## src/rtl/qdec_reg_axi_mst.sv

```systemverilog
// Register-bus types shared with the register slaves, and a single-outstanding
// initiator that tags each transaction with an ID, drains stale beats and times out.
package qdec_axi_pkg;
    localparam int R_AWID  = 32;
    localparam int R_DWID  = 32;
    localparam int R_IDWID = 8;
    localparam logic [R_DWID-1:0] REG_BAD_DATA = 32'hDEAD_ADDE;

    typedef enum logic [1:0] {
        AXI_OKAY   = 2'b00,
        AXI_EXOKAY = 2'b01,
        AXI_SLVERR = 2'b10,
        AXI_DECERR = 2'b11
    } t_AXI_RESP_e;

    typedef struct packed {
        logic                clk_en;
        logic [R_IDWID-1:0]  awid;
        logic [R_AWID-1:0]   awaddr;
        logic                awvalid;
        logic [R_DWID-1:0]   wdata;
        logic [R_DWID/8-1:0] wstrb;
        logic                wvalid;
        logic                bready;
        logic [R_IDWID-1:0]  arid;
        logic [R_AWID-1:0]   araddr;
        logic                arvalid;
        logic                rready;
    } t_reg_req_s;

    typedef struct packed {
        logic               awready;
        logic               wready;
        logic [R_IDWID-1:0] bid;
        t_AXI_RESP_e        bresp;
        logic               bvalid;
        logic               arready;
        logic [R_IDWID-1:0] rid;
        logic [R_DWID-1:0]  rdata;
        t_AXI_RESP_e        rresp;
        logic               rvalid;
    } t_reg_resp_s;
endpackage

module qdec_reg_axi_mst
    import qdec_axi_pkg::*;
#(
    parameter int unsigned TIMEOUT_CYC = 1024,
    parameter logic [7:0]  ID_INIT     = 8'h00
) (
    input  logic                clk,
    input  logic                rst,
    input  logic                cmd_valid,
    output logic                cmd_ready,
    input  logic                cmd_write,
    input  logic [R_AWID-1:0]   cmd_addr,
    input  logic [R_DWID-1:0]   cmd_wdata,
    input  logic [R_DWID/8-1:0] cmd_wstrb,
    output logic                rsp_valid,
    input  logic                rsp_ready,
    output logic [R_DWID-1:0]   rsp_rdata,
    output t_AXI_RESP_e         rsp_resp,
    output logic                rsp_timeout,
    output t_reg_req_s          reg_req,
    input  t_reg_resp_s         reg_resp
);

    localparam logic [15:0] CNT_LAST = 16'(TIMEOUT_CYC - 1);

    typedef enum logic [2:0] {
        S_IDLE, S_WADDR, S_WRESP, S_RADDR, S_RDATA, S_RSP
    } t_state_e;

    t_state_e           state_reg;
    t_reg_req_s         req_reg;
    logic [7:0]         id_reg;
    logic [15:0]        cnt_reg;
    logic               aw_done_reg;
    logic               w_done_reg;
    logic               rsp_valid_reg;
    logic [R_DWID-1:0]  rsp_rdata_reg;
    t_AXI_RESP_e        rsp_resp_reg;
    logic               rsp_timeout_reg;

    logic aw_done_next;
    logic w_done_next;
    logic ar_hs;
    logic b_match;
    logic r_match;
    logic in_wait;
    logic done_now;

    always_comb begin
        aw_done_next = aw_done_reg | (req_reg.awvalid & reg_resp.awready);
        w_done_next  = w_done_reg  | (req_reg.wvalid  & reg_resp.wready);
        ar_hs        = req_reg.arvalid & reg_resp.arready;
        b_match      = reg_resp.bvalid & (reg_resp.bid == id_reg);
        r_match      = reg_resp.rvalid & (reg_resp.rid == id_reg);
        in_wait      = (state_reg == S_WADDR) || (state_reg == S_WRESP) ||
                       (state_reg == S_RADDR) || (state_reg == S_RDATA);
        done_now     = ((state_reg == S_WADDR) && aw_done_next && w_done_next) ||
                       ((state_reg == S_WRESP) && b_match) ||
                       ((state_reg == S_RADDR) && ar_hs) ||
                       ((state_reg == S_RDATA) && r_match);
    end

    assign cmd_ready   = (state_reg == S_IDLE) && !rst;
    assign reg_req     = req_reg;
    assign rsp_valid   = rsp_valid_reg;
    assign rsp_rdata   = rsp_rdata_reg;
    assign rsp_resp    = rsp_resp_reg;
    assign rsp_timeout = rsp_timeout_reg;

    always_ff @(posedge clk) begin
        if (rst) begin
            state_reg       <= S_IDLE;
            req_reg         <= '0;
            id_reg          <= ID_INIT;
            cnt_reg         <= '0;
            aw_done_reg     <= 1'b0;
            w_done_reg      <= 1'b0;
            rsp_valid_reg   <= 1'b0;
            rsp_rdata_reg   <= '0;
            rsp_resp_reg    <= AXI_OKAY;
            rsp_timeout_reg <= 1'b0;
        end else begin
            cnt_reg <= cnt_reg + 16'd1;
            case (state_reg)
                S_IDLE: begin
                    if (cmd_valid) begin
                        cnt_reg        <= '0;
                        req_reg.clk_en <= 1'b1;
                        if (cmd_write) begin
                            req_reg.awid    <= id_reg;
                            req_reg.awaddr  <= cmd_addr;
                            req_reg.awvalid <= 1'b1;
                            req_reg.wdata   <= cmd_wdata;
                            req_reg.wstrb   <= cmd_wstrb;
                            req_reg.wvalid  <= 1'b1;
                            aw_done_reg     <= 1'b0;
                            w_done_reg      <= 1'b0;
                            state_reg       <= S_WADDR;
                        end else begin
                            req_reg.arid    <= id_reg;
                            req_reg.araddr  <= cmd_addr;
                            req_reg.arvalid <= 1'b1;
                            state_reg       <= S_RADDR;
                        end
                    end
                end
                S_WADDR: begin
                    // AW and W retire independently; each VALID drops after its own READY.
                    aw_done_reg <= aw_done_next;
                    w_done_reg  <= w_done_next;
                    if (aw_done_next) req_reg.awvalid <= 1'b0;
                    if (w_done_next)  req_reg.wvalid  <= 1'b0;
                    if (aw_done_next && w_done_next) begin
                        req_reg.bready <= 1'b1;
                        cnt_reg        <= '0;
                        state_reg      <= S_WRESP;
                    end
                end
                S_WRESP: begin
                    if (b_match) begin
                        req_reg.bready  <= 1'b0;
                        rsp_valid_reg   <= 1'b1;
                        rsp_rdata_reg   <= '0;
                        rsp_resp_reg    <= reg_resp.bresp;
                        rsp_timeout_reg <= 1'b0;
                        state_reg       <= S_RSP;
                    end
                end
                S_RADDR: begin
                    if (ar_hs) begin
                        req_reg.arvalid <= 1'b0;
                        req_reg.rready  <= 1'b1;
                        cnt_reg         <= '0;
                        state_reg       <= S_RDATA;
                    end
                end
                S_RDATA: begin
                    if (r_match) begin
                        req_reg.rready  <= 1'b0;
                        rsp_valid_reg   <= 1'b1;
                        rsp_rdata_reg   <= reg_resp.rdata;
                        rsp_resp_reg    <= reg_resp.rresp;
                        rsp_timeout_reg <= 1'b0;
                        state_reg       <= S_RSP;
                    end
                end
                S_RSP: begin
                    if (rsp_ready) begin
                        rsp_valid_reg <= 1'b0;
                        req_reg       <= '0;
                        id_reg        <= id_reg + 8'd1;
                        state_reg     <= S_IDLE;
                    end
                end
                default: state_reg <= S_IDLE;
            endcase

            // A completing handshake in the last allowed cycle takes priority.
            if (in_wait && !done_now && (cnt_reg == CNT_LAST)) begin
                req_reg.awvalid <= 1'b0;
                req_reg.wvalid  <= 1'b0;
                req_reg.bready  <= 1'b0;
                req_reg.arvalid <= 1'b0;
                req_reg.rready  <= 1'b0;
                rsp_valid_reg   <= 1'b1;
                rsp_rdata_reg   <= REG_BAD_DATA;
                rsp_resp_reg    <= AXI_DECERR;
                rsp_timeout_reg <= 1'b1;
                state_reg       <= S_RSP;
            end
        end
    end

endmodule
```

## config.mk

```make
export PLATFORM = sky130hd
export DESIGN_NAME = qdec_reg_axi_mst
export DESIGN_NICKNAME = d
export VERILOG_FILES = /design/src/rtl/qdec_reg_axi_mst.sv
export SDC_FILE = /design/constraint.sdc
export NUM_CORES = 1
export LEC_CHECK = 0
export BUFFER_PORTS_ARGS = -buffer_cell sky130_fd_sc_hd__buf_2
export CORE_UTILIZATION = 44
export DETAILED_ROUTE_END_ITERATION = 10
export GPL_ROUTABILITY_DRIVEN = 1
export PLACE_DENSITY_LB_ADDON = 0.1
export SLEW_MARGIN = 20
export SYNTH_ARGS = -nofsm -noshare
export SYNTH_HDL_FRONTEND = slang
export SYNTH_SLANG_ARGS = --single-unit
export TNS_END_PERCENT = 30
```

## constraint.sdc

```tcl
create_clock -name clk -period 2 [get_ports clk]
set_clock_uncertainty 0.2 [all_clocks]
set_input_delay 0.1 -clock clk [delete_from_list [all_inputs] [get_ports clk]]
set_output_delay 0.1 -clock clk [all_outputs]
set_load 0.01 [all_outputs]
```

Word-level counts from Yosys, hierarchy flattened
Cells that the tools add are included.
Operators by class
  add/sub/neg operators: 2
  multipliers: 0
  divide/modulo/power cells: 0
  order comparisons: 0
  equal/unequal tests: 24
  shifts and indexed selects: 0
  mux-type cells: 51
  bitwise operators: 7
  reductions and logical operators: 43
Operators by type and width (count)
  122-bit 2-to-1 mux: 1
  32-bit 2-to-1 mux: 3
  41-bit 2-to-1 mux: 2
  41-bit case mux with 2 select lines: 1
  40-bit case mux with 2 select lines: 1
  79-bit 2-to-1 mux: 1
  78-bit 2-to-1 mux: 1
  36-bit case mux with 2 select lines: 1
  32-bit case mux with 2 select lines: 1
  16-bit 2-to-1 mux: 3
  16-bit case mux with 3 select lines: 1
  3-bit 2-to-1 mux: 7
  4-bit AND reduction: 5
  2-bit != test, second input constant: 9
  1-bit case mux with 3 select lines: 6
  3-bit case mux with 6 select lines: 1
  16-bit by 1-bit adder with 16-bit output, second input constant: 1
  16-bit by 10-bit == test with 1-bit output, second input constant: 1
  8-bit == test: 2
  5-bit AND reduction: 3
  3-bit nonzero test: 5
  1-bit 2-to-1 mux: 12
  3-bit by 2-bit != test with 1-bit output, second input constant: 4
  3-bit AND reduction: 4
  other kinds (21): 51
Storage, ports and cells
  flip-flop bits (word level): 187
  bits in latches: 0
  memory bits (writable): 0
  ROM bits: 0
  input port bits: 130
  output and inout bits: 159
  logic and storage cells: 150
  memories: 0

Longest topological paths before layout
Gate-level depths: netlist of the first run.
  word-level depth: 12
  mapped depth: 9
  mapped depth without buffers: 5

Least setup slack after synthesis of the first run
Ideal clock, no wire load.
  kind: flip-flop to flip-flop
  start: register id_reg[0]
  end: register rsp_rdata_reg[10] (netlist: rsp_rdata[10])
  arrival: 1735 ps
  path slack: -22 ps
  stages on the path, launching flop included: 10
  buffers on the path: 4
  cells stage by stage: dfxtp_1 -> buf_4 -> xnor2_1 -> and4_4 -> and4_4 -> buf_6 -> or2_1 -> buf_6 -> buf_6 -> a221oi_2
Between the ends
  cells in the longest elaborated chain, start to end: 11
  elaborated cells on any way between the ends: 17
Ends and longest elaborated chain
  start, declared: line 76  | logic [7:0] id_reg;
  start signal, assigned: line 195  | id_reg <= id_reg + 8'd1;
  8-bit == test: line 97  | b_match = reg_resp.bvalid & (reg_resp.bid == id_reg);
  1-bit AND: line 97
  1-bit logical AND: line 102  | ((state_reg == S_WRESP) && b_match) ||
  1-bit logical OR: line 101  | done_now = ((state_reg == S_WADDR) && aw_done_next && w_done_next) ||
  1-bit logical OR: line 102
  1-bit logical OR: line 103  | ((state_reg == S_RADDR) && ar_hs) ||
  1-bit zero test: line 203  | if (in_wait && !done_now && (cnt_reg == CNT_LAST)) begin
  1-bit logical AND (2 in a row): line 203
  3-bit by 2-bit != test with 1-bit output (no source line) / 3-bit nonzero test (equally long branches)
  3-bit AND reduction (no source line)
  end signal, assigned: line 185  | rsp_rdata_reg <= reg_resp.rdata;
  end, declared: line 81  | logic [R_DWID-1:0] rsp_rdata_reg;
Several ways; a longest one is shown, not always the timed one.
A chain may end at the register's enable or synchronous reset.

Final worst setup path of the first run
  start: register state_reg[1]
  end: register rsp_rdata_reg[6] (netlist: rsp_rdata[6])
Between the ends
  cells in the longest elaborated chain, start to end: 11
  elaborated cells on any way between the ends: 24
Ends and longest elaborated chain
  start, declared: line 74  | t_state_e state_reg;
  start signal, assigned: line 116  | state_reg <= S_IDLE;
  start signal, assigned: line 142  | state_reg <= S_WADDR;
  start signal, assigned: line 147  | state_reg <= S_RADDR;
  3-bit by 1-bit == test with 1-bit output: line 99, 101
  1-bit logical AND (2 in a row): line 101
  1-bit logical OR: line 101
  1-bit logical OR: line 102
  1-bit logical OR: line 103
  1-bit zero test: line 203
  1-bit logical AND (2 in a row): line 203
  3-bit by 2-bit != test with 1-bit output (no source line) / 3-bit nonzero test (equally long branches)
  3-bit AND reduction (no source line)
Several ways; a longest one is shown, not always the timed one.

==> impl_results.md, run 1 <==
- Library cells used by synthesis: 51
- Routed len/inst: 15.26 um
- Hold path endpoint: state_reg[1]$_SDFFE_PP0P_
- Commonest non-fill, non-tap cell in the layout: buf_2
- Post-DP HPWL: 14,940 um
- Pint: 6.289 mW
- Share of post-route cells with drive strength above 1: 35.76%
- Clock transition at path regs: roughly 0.07 ns
- Crit-path most repeated cell: buf_6
- Die width: about 130 um
- Crit end category: flip-flop
- Syn_area_per_cell: 8.350 um^2
- WP data required: 2.14 ns
- WHS Path Cells: 6
- Leakage power: 5.075 nW
- Power share of the sequential group: 46.0%
- R2r setup slk: -0.04 ns
- Vias after detailed routing: 8,127
- Initial antenna violation count: 1
- Global Route Usage Sum: 25.94%
- Ports: 289
- CTS Buffer Depth: 2
- Port Buf Inserts: 288
- H-tree depth reported by CTS: 4
- Row cnt: 48
- CP peak stage delay: 0.33 ns
- Vias in the first global route: about 7,600
- Max reg flops: 122
- Setup WS post-layout: -0.04158 ns
- DRT iter0 DRCs: 444
- Clk pwr share: 39.3%
- Die height: 134.4 um
- Gr ovfl total: 0
- Final setup vio count: 2
- CTS tree: done
- Reg2Reg Depth: 8
- Async SR Flop Fraction: 0%
- Top FF cell, synth: dfxtp_1
- Worst-path cell chain: buf_6, a211oi_2, nand3b_1, nor4_4, nor3_4, buf_6, buf_12, a221oi_4
- Area Growth Syn to Fin: 54.80%
- Slew headroom: 54.75%
- Worst Path Max Fanout: 6
- # clock sinks: 187
- Final Wtd Congestion: 0.8094
- Final Hold Vio Count: 0
- Worst skew pair latency: ~0.43 ns
- Pin count of the biggest net entering global routing: 95
- Min Hold Slack: 0.06390 ns
- Fin nets: approximately 1,500
- Reg2reg start: state_reg[1]$_SDFFE_PP0P_
- Vias per cell: 5.127
- Hold Crit Class: input pin to flip-flop
- Status: finished with violations
- Global-route wire length before repair: 37,570 um
- Initial Utilization: between 40% and 50%
- Comb pwr share: 14.7%
- Post-synth top area share: 48.57%
- Post-route setup TNS: -0.05393 ns
- Post-synth EDFFs: 0
- Slew at the pin with the worst max-slew slack: 0.6787 ns
- Commonest non-fill, non-tap cells in the layout: buf_2, dfxtp_1, nand2_1, nand3_1, a21oi_1
- Yosys warns: 0
- Num CTS Buffers: 17
- CP arrival: 2.18 ns
- Post-synth top area cell: dfxtp_1
- IR drop worst, VDD: between 0.6 and 0.7 mV
- Minimum clock period: 2.042 ns
- Pins Over Slew Limit: 0
- PD cells: between 700 and 800 nW/um^2
- Core area: 17,180 um^2
- Detailed Routing Iterations Pass 1: 5
- Remaining DRCs: 0
- Die footprint: 18,050 um^2
- Mapped Nets: 1,055
- MaxCap Viol Count: 0
- Post-route ant nets: 0
- Final worst-path cycle share: 102.1%
- Worst r2r dst: rsp_rdata[6]$_SDFFE_PP0P_
- Clock root cell: clkbuf_16
- Kind of critical path: flip-flop to flip-flop
- Post-Syn Area: 7707 um^2
- CP max-delay cell: dfxtp_2
- Max frequency: 489.8 MHz
- Failing checks: setup timing
- Hold Startpoint: reg_resp[43]
- FF+latch count, synth: 187
- Synth top area cells: dfxtp_1, a21oi_1, nand3_1, nand2_1, a221oi_2
- RSZ-0062 raised after global routing: yes
- Sw Ratio: 26.47%
- Switching Power: between 2 and 2.5 mW
- Seq/Total Area, Yosys: 48.57%
- Total power: 8.554 mW
- Routed wire length: 24,180 um
- Cells after Synth: a little over 900
- Startpoint types: flip-flop
-- cell usage after synthesis (2+ instances only) --
library cell	n
xnor2_1	13
buf_1	10
nand3_1	135
and4_4	3
a211oi_1	2
mux2i_1	2
nor4_1	3
and3_1	7
a31oi_1	5
nor3b_1	3
o211ai_1	10
o21ai_0	5
inv_1	28
buf_4	6
a21oi_1	140
a221oi_1	4
nand2_1	156
dfxtp_1	187
nor2_1	34
xor2_1	24
nor3_2	2
a21o_1	3
and4_1	3
nand2b_1	3
buf_2	17
ha_1	2
buf_6	5
nand4_1	10
nor3_1	8
nor4_2	3
nor2b_1	2
clkbuf_1	46
o31ai_1	3
nand3b_1	3
a221oi_2	20
-- routing by layer --
metal  vias up  GRT usage [%]  share of wire [%]
met5         -              0                  0
li1       4022              -                  -
met2       263          43.01                 50
met4         0          9.800                1.8
met1      3812          32.09                 42
met3        30          7.029                6.0
-- worst max-delay path, delay by kind of cell, from the launching register on --
family                 cells  cell delay (ns)
AO/OA/AOI/OAI              2             0.46
buffers and inverters      3             0.41
flip-flops                 1             0.33
AND/OR/NAND/NOR            3             0.56
-- cells by family (layout without fill, tap and decap cells) --
logic type / count (synthesis) / count (layout) / share of synthesized area [%]
other: 0 / 1 / 0
AND/OR/NAND/NOR: 381 / 381 / 23.21
multiplexers: 2 / 2 / 0.2598
AO/OA/AOI/OAI: 201 / 201 / 16.85
adder cells (fa/ha/maj): 2 / 2 / 0.3246
XOR/XNOR: 37 / 37 / 4.205
buffers and inverters: 113 / 549 / 6.575
flip-flops: 187 / 187 / 48.57
-- worst max-delay path by stage --
stage	start	endpoint	slack [ns]	cells past startpoint
2_1_floorplan	id_reg[6]$_SDFFE_PP0P_	rsp_rdata[10]$_SDFFE_PP0P_	0.005	9
3_3_place_gp	state_reg[2]$_SDFFE_PP0P_	rsp_rdata[1]$_SDFFE_PP0P_	-0.03	6
3_5_place_dp	state_reg[1]$_SDFFE_PP0P_	rsp_resp[0]$_SDFFE_PP0P_	-0.09	7
4_1_cts	id_reg[0]$_SDFFE_PP0P_	rsp_rdata[20]$_SDFFE_PP0P_	0.0001	8
5_1_grt	state_reg[1]$_SDFFE_PP0P_	rsp_rdata[6]$_SDFFE_PP0P_	-0.09	8
6_report	state_reg[1]$_SDFFE_PP0P_	rsp_rdata[6]$_SDFFE_PP0P_	-0.04	8
-- power by group through the flow --
stage | combinational (mW) | sequential (mW) | clock, mW
floorplan | 0.449 | 4.07 | 0
global placement | 1.02 | 4.01 | 0
detailed placement | 1.02 | 4.01 | 0
CTS | 1.20 | 3.93 | 3.44
global route | 1.36 | 3.95 | 3.58
finish | 1.26 | 3.93 | 3.36
-- per-stage QoR --
stage                     setup slack (ns)  std cells  area, um^2  util [%]
final                             -0.04158       1585       11930     69.46
after CTS                        0.0001266       1576       11710     68.15
after global placement            -0.02868       1425        9833     57.25
after global routing              -0.08974       1585       11930     69.46
after detailed placement          -0.08922       1425        9833     57.25
after floorplan                   0.004592        923        7731         -
-- cell type report --
class                   instances  area (um^2)
fillers                      1359         5245
well taps                     225        281.5
flip-flops and latches        187         3759
repair buffers                489         3517
clock inverters                12        125.1
diodes                          1        2.502
multi-input cells             623         3685
inverters                      28        105.1
clock buffers                  20        456.7
-- timing repair --
| item | 4_1_cts | 5_1_grt |
|---|---|---|
| hold buffers | 110 | 0 |
| pin swaps | 30 | 17 |
| buffers inserted | 7 | 5 |
| gates resized for setup | 21 | 33 |
| endpoints found under the hold margin | 147 | 0 |
| endpoints found under the setup margin | 38 | 131 |
| cloned | 2 | 4 |
(Power assumes the default switching activity.)
==> run 2, diff against run 1 <==
--- a/config.mk
+++ b/config.mk
@@ -14,4 +14,3 @@
 export SYNTH_ARGS = -nofsm -noshare
 export SYNTH_HDL_FRONTEND = slang
 export SYNTH_SLANG_ARGS = --single-unit
-export TNS_END_PERCENT = 30
==> impl_results.md, run 2 (synthesized netlist as in run 1, its figures left out) <==
- M2 GR Usage: between 40% and 50%
- Area Growth Syn to Fin: 54.09%
- Kind of critical path: flip-flop to flip-flop
- Post-DP HPWL: 14,940 um
- Crit end category: flip-flop
- Remaining DRCs: 0
- DP Cell Count: 1,425
- Status: finished with violations
- Final Wtd Congestion: 0.8094
- PD cells: 719.3 nW/um^2
- Minimum clock period: ~2.1 ns
- Global-route wire length before repair: 37,890 um
- Die footprint: 18,050 um^2
- H-tree depth reported by CTS: 4
- GRT Max-Usage Layer: met2
- CTS Buffer Depth: 2
- Core area: around 17,000 um^2
- Non-filler instance count after layout: 1,585
- WHS Path Cells: 6
- MaxCap Viol Count: 0
- Final setup vio count: 5
- Global Route Usage Sum: about a quarter
- Port Buf Inserts: 288
- Initial antenna violation count: 1
- Met3 GRT Util: 7.181%
- Startpoint types: flip-flop
- Post-route ant nets: 0
- Slew at the pin with the worst max-slew slack: between 0.6 and 0.7 ns
- Ports: 289
- Die height: 134.4 um
- Reg2Reg Depth: 8
- Vias after detailed routing: roughly 8,100
- Pin count of the biggest net entering global routing: 95
- Num CTS Buffers: 17
- Post-route setup TNS: -0.1229 ns
- Util after Layout: 69.14%
- Met1 Track Usage GR: approximately a third
- Vias in the first global route: around 7,600
- RSZ-0062 raised after global routing: yes
- Clock transition at path regs: 0.07 ns
- Commonest non-fill, non-tap cells in the layout: buf_2, dfxtp_1, nand2_1, a21oi_1, nand3_1
- Max reg flops: 122
- Routed len/inst: roughly 15 um
- IR drop worst, VDD: 0.6490 mV
- WP data required: 2.14 ns
- DRT iter0 DRCs: ~470
- Leakage power: 5.078 nW
- Detailed Routing Iterations Pass 1: 5
- Fin nets: 1,478
- Initial Utilization: 44.87%
- Final Hold Vio Count: 0
- Max frequency: 484.3 MHz
- Total power: 8.543 mW
- Failing checks: setup timing
- Share of post-route cells with drive strength above 1: approximately a third
- Filler cell count: 1,365
- Worst Path Max Fanout: 6
- Gr ovfl total: 0
- Routed wire length: between 20,000 and 25,000 um
- Row cnt: 48
- Min Hold Slack: 0.05709 ns
- Die width: 134.4 um
- Commonest non-fill, non-tap cell in the layout: buf_2
- Slew headroom: 55.76%
- Setup WS post-layout: -0.06473 ns
- Pins Over Slew Limit: 0
- Clock root cell: clkbuf_16
- Hold Crit Class: input pin to flip-flop
- Vias per cell: 5.141
- # clock sinks: 187
- Worst skew pair latency: between 0.4 and 0.5 ns
- Final worst-path cycle share: 103.2%
- CTS tree: done
- CP arrival: 2.20 ns
run 2: what timing repair did:
action,in CTS,in global routing
buffers inserted,7,5
gates cloned,3,2
endpoints found under the hold margin,147,0
resized for setup,22,14
pin swaps,27,16
hold buffers,110,0
setup endpoints to repair,38,126
run 2: worst max-delay path, cell delays in order (launching register included):
cell	delay, ns
dfxtp_2	0.33
buf_6	0.13
a211oi_2	0.18
nand3b_1	0.17
nor4_4	0.32
nor3_4	0.07
buf_6	0.14
buf_16	0.14
a221oi_4	0.30
run 2: cell type report:
type | instances | area, um^2 | area share (%)
clock inverters | 12 | 125.1 | 1.054
inverters | 28 | 105.1 | 0.8850
diodes | 1 | 2.502 | 0.02107
well taps | 225 | 281.5 | 2.370
clock buffers | 20 | 456.7 | 3.845
flip-flops and latches | 187 | 3755 | 31.62
repair buffers | 489 | 3515 | 29.59
multi-input cells | 623 | 3636 | 30.62
run 2: report_power, final:
| part | switching [mW] | leakage [nW] | total, mW | internal, mW |
|---|---|---|---|---|
| Clock | 1.54 | 0.282 | 3.37 | 1.82 |
| Sequential | 0.0726 | 1.52 | 3.93 | 3.86 |
| Combinational | 0.643 | 3.28 | 1.24 | 0.601 |
| Total | 2.26 | 5.08 | 8.54 | 6.28 |
run 2: metal layers:
layer,vias up,part of all wire [%]
li1,4037,-
met1,3841,42
met2,240,50
met3,30,5.5
met4,0,1.5
met5,-,0
run 2: final timing paths:
path	startpoint	to	slack, ns
worst max-delay path	state_reg[1]$_SDFFE_PP0P_	rsp_rdata[30]$_SDFFE_PP0P_	-0.06
worst min-delay path	reg_resp[43]	reg_req[0]$_SDFFE_PP0P_	0.06
worst max register to register	state_reg[1]$_SDFFE_PP0P_	rsp_rdata[30]$_SDFFE_PP0P_	-0.06
worst min register to register	reg_req[54]$_SDFFE_PP0P_	reg_req[54]$_SDFFE_PP0P_	0.25
run 2: through the flow:
| step | setup WS, ns | area (um^2) |
|---|---|---|
| 2_1_floorplan | 0.004592 | 7731 |
| 3_3_place_gp | -0.02868 | 9833 |
| 6_report | -0.06473 | 11880 |
| 3_5_place_dp | -0.08922 | 9833 |
| 5_1_grt | -0.1127 | 11880 |
| 4_1_cts | -0.01185 | 11730 |
==> run 3, diff against run 2 <==
--- a/config.mk
+++ b/config.mk
@@ -6,10 +6,13 @@
 export NUM_CORES = 1
 export LEC_CHECK = 0
 export BUFFER_PORTS_ARGS = -buffer_cell sky130_fd_sc_hd__buf_2
+export CAP_MARGIN = 20
+export CORE_ASPECT_RATIO = 1.1
 export CORE_UTILIZATION = 44
 export DETAILED_ROUTE_END_ITERATION = 10
 export GPL_ROUTABILITY_DRIVEN = 1
 export PLACE_DENSITY_LB_ADDON = 0.1
+export RECOVER_POWER = 25
 export SLEW_MARGIN = 20
 export SYNTH_ARGS = -nofsm -noshare
 export SYNTH_HDL_FRONTEND = slang
==> impl_results.md, run 3 (synthesized netlist as in run 1, its figures left out) <==
- Global Route Usage Sum: 26.61%
- Final Wtd Congestion: about 0.85
- R2r setup slk: -0.09 ns
- Share of post-route cells with drive strength above 1: 29.76%
- Initial Utilization: 45.13%
- RSZ-0062 raised after global routing: yes
- Die footprint: between 15,000 and 20,000 um^2
- Global-route wire length before repair: 38,450 um
- Final worst-path cycle share: 104.4%
- Final setup vio count: 8
- Commonest non-fill, non-tap cells in the layout: buf_2, dfxtp_1, nand2_1, a21oi_1, nand3_1
- WP data required: 2.13 ns
- Crit end category: flip-flop
- Final Hold Vio Count: 0
- Gr ovfl total: 0
- Leakage power: 4.733 nW
- CTS tree: done
- Clock transition at path regs: about 0.070 ns
- Row cnt: 50
- Total power: approximately 8.6 mW
- # clock sinks: 187
- Num CTS Buffers: 17
- CTS Buffer Depth: 2
- Remaining DRCs: 0
- Core area: 17,080 um^2
- Worst skew pair latency: 0.42 ns
- Status: finished with violations
- Vias per cell: slightly above 5
- Minimum clock period: about 2.1 ns
- Failing checks: setup timing
- WHS Path Cells: 6
- Hold Startpoint: reg_resp[43]
- Commonest non-fill, non-tap cell in the layout: buf_2
- Filler cell count: 1,423
- Slew at the pin with the worst max-slew slack: between 0.5 and 0.6 ns
- Routed wire length: between 20,000 and 25,000 um
- CP peak stage delay: 0.32 ns
- PD cells: 728.7 nW/um^2
- Initial antenna violation count: 0
- Post-DP HPWL: 15,380 um
- Die height: 140.8 um
- Worst-path cell chain: buf_4, xor2_2, nor2_2, and4_4, or2_4, bufbuf_16, a221oi_2
- CP max-delay cell: dfxtp_1
- Vias after detailed routing: 8,185
- Worst r2r dst: rsp_rdata[25]$_SDFFE_PP0P_
- Routed len/inst: 15.64 um
- Post-route ant nets: 0
- Clock root cell: clkbuf_16
- Vias in the first global route: 7,831
- Diodes inserted: 0
- Slew headroom: 64.89%
- Area Growth Syn to Fin: 52.40%
- IR drop worst, VDD: 0.6188 mV
- Buf/Inv on CP: 2
- Startpoint types: flip-flop
- MaxCap Viol Count: 0
- Pin count of the biggest net entering global routing: 97
- Detailed Routing Iterations Pass 1: 5
- Max reg flops: 122
- Hold path endpoint: reg_req[0]$_SDFFE_PP0P_
- H-tree depth reported by CTS: 4
- CP arrival: 2.22 ns
- Dpl ws: -0.04619 ns
- DRT iter0 DRCs: 462
- Pins Over Slew Limit: 0
- Worst Path Max Fanout: 12
- Port Buf Inserts: 288
- Setup WS post-layout: -0.08828 ns
- Kind of critical path: flip-flop to flip-flop
- Crit-path leading delay family: simple AND/OR/NAND/NOR gates
- Fin nets: 1,481
- Hold Crit Class: input pin to flip-flop
- Reg2Reg Depth: 7
- Max frequency: ~480 MHz
- Ports: 289
- Reg2reg start: id_reg[4]$_SDFFE_PP0P_
- Die width: between 100 and 150 um
run 3: what timing repair did:
action                                 4_1_cts  5_1_grt
hold buffers                               110        0
pin swaps                                    8       31
resized for setup                           17       24
cloned                                       2        2
buffers inserted                             6        8
endpoints found under the hold margin      157        0
setup endpoints to repair                   26      117
run 3: metrics by stage:
| step | TNS (ns) | instance area, um^2 | instances | utilization [%] | hold slack (ns) |
|---|---|---|---|---|---|
| 2_1_floorplan | 0 | 7731 | 923 | - | 0.04750 |
| 3_3_place_gp | -0.02003 | 9799 | 1438 | 57.38 | 0.1572 |
| 3_5_place_dp | -0.6076 | 9799 | 1438 | 57.38 | 0.1625 |
| 4_1_cts | 0 | 11630 | 1586 | 68.12 | 0.007632 |
| 5_1_grt | -3.526 | 11750 | 1595 | 68.78 | 0.07590 |
| 6_report | -0.1498 | 11750 | 1595 | 68.78 | 0.05448 |
run 3: where the power goes:
group / internal [mW] / switching, mW
sequential: 3.86 / 0.0698
combinational: 0.596 / 0.655
clock: 1.89 / 1.49
total: 6.35 / 2.21
run 3: worst max path at each step:
stage | startpoint | to | slack [ns] | depth (start not counted)
final | id_reg[4]$_SDFFE_PP0P_ | rsp_rdata[25]$_SDFFE_PP0P_ | -0.09 | 7
after CTS | cnt_reg[2]$_SDFF_PP0_ | rsp_rdata[31]$_SDFFE_PP0P_ | 0.0007 | 7
after global routing | cnt_reg[15]$_SDFF_PP0_ | rsp_rdata[25]$_SDFFE_PP0P_ | -0.15 | 8
after detailed placement | state_reg[1]$_SDFFE_PP0P_ | rsp_rdata[31]$_SDFFE_PP0P_ | -0.05 | 8
after global placement | cnt_reg[13]$_SDFF_PP0_ | rsp_rdata[31]$_SDFFE_PP0P_ | -0.005 | 8
after floorplan | id_reg[6]$_SDFFE_PP0P_ | rsp_rdata[10]$_SDFFE_PP0P_ | 0.005 | 9
run 3: worst register-to-register path: cells and delay by family (launching register included):
| kind | cells | cell delay, ns |
|---|---|---|
| flops | 1 | 0.32 |
| xor+xnor | 1 | 0.16 |
| simple gates | 3 | 0.56 |
| compound gates | 1 | 0.31 |
| buf+inv | 2 | 0.45 |
run 3: cell type report:
class / count / area, um^2 / share of cell area (%)
sequential: 187 / 3759 / 32.00
multi-input combinational: 624 / 3640 / 30.99
timing repair buffer: 491 / 3371 / 28.70
clock buffer: 20 / 446.7 / 3.803
tap: 234 / 292.8 / 2.493
clock inverter: 11 / 132.6 / 1.129
inverter: 28 / 105.1 / 0.8948
run 3: routing by layer:
layer | GRT usage (%) | up-vias | routed length [um]
li1 | - | 4025 | -
met1 | 31.25 | 3823 | 10130
met2 | 45.04 | 285 | 12420
met3 | 7.704 | 52 | 1645
met4 | 11.27 | 0 | 754
met5 | 0 | - | 0
